--- src/rtl/ir_nec_receiver.sv ---
// ir_nec_receiver: decodes NEC IR frames into address/command with valid, error and repeat strobes.
// Defining IR_REPEAT_EN adds repeat-code decoding on the rpt strobe.
module ir_nec_receiver #(
  parameter int CLK_FREQ   = 50000000,
  parameter int TICK_US    = 10,
  parameter int TOUT_TICKS = 1100
) (
  input  logic       clk,
  input  logic       rst_n,
  input  logic       ir_in,
  output logic [7:0] addr,
  output logic [7:0] cmd,
  output logic       data_valid,
  output logic       frame_err,
  output logic       rpt
);
  localparam int DIV = CLK_FREQ / 1000000 * TICK_US;
  localparam int PW  = (DIV > 1) ? $clog2(DIV) : 1;
  localparam logic [PW-1:0] P_TC = PW'(DIV - 1);
  localparam logic [10:0] TOUT   = 11'(TOUT_TICKS);
  localparam logic [10:0] LL_MIN = 11'd800, LL_MAX = 11'd1000;
  localparam logic [10:0] LH_MIN = 11'd400, LH_MAX = 11'd500;
  localparam logic [10:0] B_MIN  = 11'd40,  B_MAX  = 11'd70;
  localparam logic [10:0] B1_MIN = 11'd140, B1_MAX = 11'd190;
`ifdef IR_REPEAT_EN
  localparam logic [10:0] RH_MIN = 11'd200, RH_MAX = 11'd250;
`endif

  typedef enum logic [2:0] {IDLE, LEAD_L, LEAD_H, BIT_L, BIT_H, CHECK, ERR, RPT} state_t;

  function automatic logic in_win(input logic [10:0] v, input logic [10:0] lo, input logic [10:0] hi);
    return (v >= lo) && (v <= hi);
  endfunction

  state_t      r_state;
  logic        r_s1, r_s2, r_prev, r_pend;
  logic [PW-1:0] r_pre;
  logic [10:0] r_w;
  logic [4:0]  r_idx;
  logic [31:0] r_sr;
  logic [7:0]  r_addr, r_cmd;
  logic        r_dv, r_fe;
  logic        w_tick, w_edge, w_fall, w_rise, w_tout, w_b, w_b1, w_ok;

  assign w_tick = (r_pre == P_TC);
  assign w_edge = r_prev ^ r_s2;
  assign w_fall = r_prev & ~r_s2;
  assign w_rise = ~r_prev & r_s2;
  assign w_tout = (r_w >= TOUT);
  assign w_b    = in_win(r_w, B_MIN, B_MAX);
  assign w_b1   = in_win(r_w, B1_MIN, B1_MAX);
  assign w_ok   = ((r_sr[7:0] ^ r_sr[15:8]) == 8'hFF) && ((r_sr[23:16] ^ r_sr[31:24]) == 8'hFF);

  // An edge sees the pre-increment width because the clear and the compare share a cycle.
  always_ff @(posedge clk or negedge rst_n)
    if (!rst_n) begin
      r_s1   <= 1'b1;
      r_s2   <= 1'b1;
      r_prev <= 1'b1;
      r_pre  <= '0;
      r_w    <= '0;
    end else begin
      r_s1   <= ir_in;
      r_s2   <= r_s1;
      r_prev <= r_s2;
      r_pre  <= w_tick ? '0 : r_pre + PW'(1);
      if (w_edge) r_w <= '0;
      else if (w_tick && r_w != 11'h7FF) r_w <= r_w + 11'd1;
    end

`ifdef IR_REPEAT_EN
  logic r_rpt, r_good;
  assign rpt = r_rpt;
`else
  assign rpt = 1'b0;
`endif

  always_ff @(posedge clk or negedge rst_n)
    if (!rst_n) begin
      r_state <= IDLE;
      r_pend  <= 1'b0;
      r_idx   <= '0;
      r_sr    <= '0;
      r_addr  <= '0;
      r_cmd   <= '0;
      r_dv    <= 1'b0;
      r_fe    <= 1'b0;
`ifdef IR_REPEAT_EN
      r_rpt   <= 1'b0;
      r_good  <= 1'b0;
`endif
    end else begin
      r_dv   <= 1'b0;
      r_fe   <= 1'b0;
      r_pend <= 1'b0;
`ifdef IR_REPEAT_EN
      r_rpt  <= 1'b0;
`endif
      case (r_state)
        IDLE:   if (w_fall || r_pend) r_state <= LEAD_L;
        LEAD_L: if (w_rise) r_state <= in_win(r_w, LL_MIN, LL_MAX) ? LEAD_H : IDLE;
                else if (w_tout) r_state <= IDLE;
        LEAD_H: if (w_fall) begin
                  if (in_win(r_w, LH_MIN, LH_MAX)) begin
                    r_idx   <= '0;
                    r_state <= BIT_L;
                  end
`ifdef IR_REPEAT_EN
                  else if (in_win(r_w, RH_MIN, RH_MAX)) r_state <= RPT;
`endif
                  else r_state <= IDLE;
                end else if (w_tout) r_state <= IDLE;
        BIT_L:  if (w_rise) r_state <= w_b ? BIT_H : ERR;
                else if (w_tout) r_state <= ERR;
        BIT_H:  if (w_fall) begin
                  if (w_b || w_b1) begin
                    r_sr    <= {w_b1, r_sr[31:1]};
                    r_idx   <= r_idx + 5'd1;
                    r_state <= (r_idx == 5'd31) ? CHECK : BIT_L;
                  end else r_state <= ERR;
                end else if (w_tout) r_state <= ERR;
        CHECK:  begin
                  if (w_ok) begin
                    r_addr <= r_sr[7:0];
                    r_cmd  <= r_sr[23:16];
                    r_dv   <= 1'b1;
`ifdef IR_REPEAT_EN
                    r_good <= 1'b1;
`endif
                  end else r_fe <= 1'b1;
                  r_pend  <= w_fall;
                  r_state <= IDLE;
                end
        ERR:    begin
                  r_fe    <= 1'b1;
                  r_pend  <= w_fall;
                  r_state <= IDLE;
                end
`ifdef IR_REPEAT_EN
        RPT:    if (w_rise) begin
                  if (w_b) r_rpt <= r_good;
                  else r_fe <= 1'b1;
                  r_state <= IDLE;
                end else if (w_tout) r_state <= ERR;
`endif
        default: r_state <= IDLE;
      endcase
    end

  assign addr       = r_addr;
  assign cmd        = r_cmd;
  assign data_valid = r_dv;
  assign frame_err  = r_fe;
endmodule

--- config.mk ---
export PLATFORM = sky130hd
export DESIGN_NAME = ir_nec_receiver
export DESIGN_NICKNAME = d
export VERILOG_FILES = /design/src/rtl/ir_nec_receiver.sv
export SDC_FILE = /design/constraint.sdc
export NUM_CORES = 1
export LEC_CHECK = 0
export CAP_MARGIN = 20
export CORE_ASPECT_RATIO = 1.25
export CORE_UTILIZATION = 45
export CTS_CLUSTER_DIAMETER = 100
export DETAILED_ROUTE_END_ITERATION = 12
export PLACE_DENSITY = 0.73
export SLEW_MARGIN = 10
export SYNTH_ARGS = -nofsm -noshare
export SYNTH_HDL_FRONTEND = slang
export SYNTH_SLANG_ARGS = --single-unit
--- constraint.sdc ---
create_clock -name clk -period 2.2 [get_ports clk]
set_input_delay 0.22 -clock clk [delete_from_list [all_inputs] [get_ports clk]]
set_output_delay 0.22 -clock clk [all_outputs]
set_load 0.005 [all_outputs]
==> out/summary.txt <==
Status: finished, violations left
Failing checks: setup timing
Count leader, synth: dfrtp_1
Peak VDD IR: 472.2 uV
Die ar.: 0.009054 mm^2
Clock Sinks: 82
HP Class: input port to register
Int Pwr: 1.981 mW
Clk Latency, worst-skew pair: 0.36 ns
Crit path max fanout: 33
Syn-to-layout area delta: 18.21%
Fin. max-slew vios: 0
Fraction of layout cells with a size suffix above 1: 0.2749
Post-synthesis mux area share: 0.1385
# fillers: 701
Worst-path clk slew: 0.09 ns
Total congestion overflow: 0
Mapped Nets: 345
Final antenna-violating net count: 0
Post-DP HPWL: 5013 um
PD cells: 575.9 mW/mm^2
Post-Synth XOR/XNOR Area: 0.06058
Initial antenna violation count: 0
Post-synth top area cell: dfrtp_1
Final worst path period need: 2.259 ns
First-pass GRT wire length: 12,720 um
Max-cap violations: 0
Die height: 106.1 um
FF+latch count, synth: 82
Total Wirelength: 7246 um
Syn avg cell area: 11.65 um^2
Critical Path RT: 2.44 ns
Largest net degree at the start of global routing: 34
Cell Area, Synth: 0.003904 mm^2
NetSw: 0.6763 mW
Vias in the first global route: 2,670
Main combinational cell family by area after synthesis: simple AND/OR/NAND/NOR gates
Clk root buf: clkbuf_8
Setup TNS: -1.203 ns
Combinational share of power: 0.042
Number of hold violations in the final report: 0
Sequential power share: 0.571
Startpoint types: register
Final Setup Violations: 33
Area contributors post-synth: dfrtp_1 (51%), mux2_2 (14%), xnor2_1 (3.4%)
Asr flop ratio synth: 1.000
# DRC: 0
Max Clock Freq: 442.6 MHz
Post-synthesis compound-gate area fraction: 0.07596
CTS buffer count: 9
Final design utilization: 0.5538
H-tree depth: 3
RSZ-0062 raised after global routing: yes
Core Box Area: 0.008333 mm^2
Final cell count without fillers: 479
LEAKAGE: 2.159 nW
Hold Slack: 0.2613 ns
Die width: 85.31 um
DRT iter0 DRCs: 252
Antenna Cells: 0
PortBufs: 20
CTS tree: done
EDFF count, synth: 0
Clk buf depth: 2
Seq/Total Area, Yosys: 0.5266
Clock share of power: 0.386
Endpoint type of the worst setup path: register
Starting Density: 0.4685
Top-area cell type share of the netlist area: 0.5064
1st-pass router iterations: 4
Gpl congestion: 0.8409
Row count: 37
Post-route clock period utilization: 1.027
Data arrival, critical path: 2.50 ns
Tot GR Track Use: 0.1795
Routed wire per std cell: 15.13 um
Via density: 5.459
Post-Synth Adder-Cell Area: 0.02244
Setup Crit Path Kind: register to register
Commonest cells post-synth: dfrtp_1 (79), mux2_2 (48), nand2_1 (19)
Cell count after synthesis: 335
Simple-Gate Fraction of Synth Area: 0.1452
Final nets: 387
IO Count: 22
Yosys warnings: 0
Post-route design area: 0.004614 mm^2
Netlist cell types: 48
Sw Share: 0.2545
Placed cell count: 459
Via count: 2,615
Final worst slack: -0.05943 ns
Layout Skew: 0.01265 ns
Main synth FF type: dfrtp_1
Post-DP Area: 0.004365 mm^2
## path summary, 6_finish.rpt
kind                                          from                   end  slack, ns  depth (start not counted)
worst max-delay path            r_w[3]$_DFFE_PN0P_  r_sr[26]$_DFFE_PN0P_      -0.06                          7
worst min-delay path                         ir_in        r_s1$_DFF_PN1_       0.26                          1
worst max register to register  r_w[3]$_DFFE_PN0P_  r_sr[26]$_DFFE_PN0P_      -0.06                          7
worst min register to register      r_s1$_DFF_PN1_        r_s2$_DFF_PN1_       0.36                          0
max in group asynchronous                    rst_n        r_s2$_DFF_PN1_       1.22                          3
min in group asynchronous                    rst_n  r_sr[23]$_DFFE_PN0P_       0.34                          2
## cells in the final DEF (no fill, tap or decap), types with 9 or more instances in the layout
| master | synthesis | final |
|---|---|---|
| xor2_1 | 12 | 12 |
| dfrtp_1 | 79 | 79 |
| clkdlybuf4s50_1 | 0 | 19 |
| mux2_2 | 48 | 47 |
| buf_4 | 1 | 24 |
| xnor2_1 | 15 | 15 |
| nor2_1 | 14 | 13 |
| nand2_1 | 19 | 19 |
| inv_1 | 10 | 10 |
| nor2b_1 | 10 | 10 |
| clkbuf_8 | 0 | 9 |
| a21oi_1 | 10 | 10 |
## power by group through the flow
stage	combinational, mW	clock [mW]	sequential, mW
after global placement	0.103	0	1.55
after floorplan	0.0520	0	1.55
after detailed placement	0.104	0	1.55
final	0.113	1.03	1.52
after global routing	0.128	1.11	1.52
after CTS	0.113	1.06	1.52
## per-layer routing
layer	part of all wire	vias to the layer above	global-route usage
met1	0.45	1300	0.2345
li1	-	1266	-
met5	0	-	0
met4	0.022	0	0.07976
met3	0.024	12	0.02562
met2	0.51	37	0.2978
## cells by family after synthesis
kind of cell	after synthesis
xor gates and xnor gates	27
buffers and inverters	26
other	1
and+or+nand+nor	101
DFF	82
muxes	48
AOI/OAI and AO/OA	43
adders and majority gates	7
## cell type report
cell class | instances | area [um^2] | area share
sequential | 82 | 2056 | 0.4455
multi-input combinational | 227 | 1785 | 0.3869
timing repair buffer | 47 | 431.7 | 0.09355
clock buffer | 9 | 123.9 | 0.02684
tap | 97 | 121.4 | 0.02630
clock inverter | 7 | 58.81 | 0.01274
inverter | 10 | 37.54 | 0.008134
## flip-flops by register name, summed over array words and instances (netlist names)
register    cells
data_valid      1
r_sr           32
frame_err       1
r_idx           5
r_w            11
cmd             8
r_pre           9
r_pend          1
addr            8
r_s1            1
r_prev          1
r_s2            1
r_state         3
## critical path: stages (launching register included)
cell,delay (ns)
dfrtp_1,0.38
or4b_1,0.53
o22a_1,0.27
o32ai_4,0.25
buf_6,0.15
nand3_4,0.07
buf_12,0.20
mux2_2,0.29
## repair_timing
action,CTS,global route
buffers inserted,3,0
hold buffers,1,0
pin swaps,6,1
endpoints found under the setup margin,34,51
resized for setup,4,5
endpoints found under the hold margin,29,0
## per-stage QoR
step	worst slack [ns]	power, mW
global placement	-0.01989	1.650
floorplan	-0.1467	1.598
CTS	-0.04832	2.686
finish	-0.05943	2.657
global route	-0.1373	2.760
detailed placement	-0.1201	1.651
Note: power is estimated with default switching activity, not from simulation.
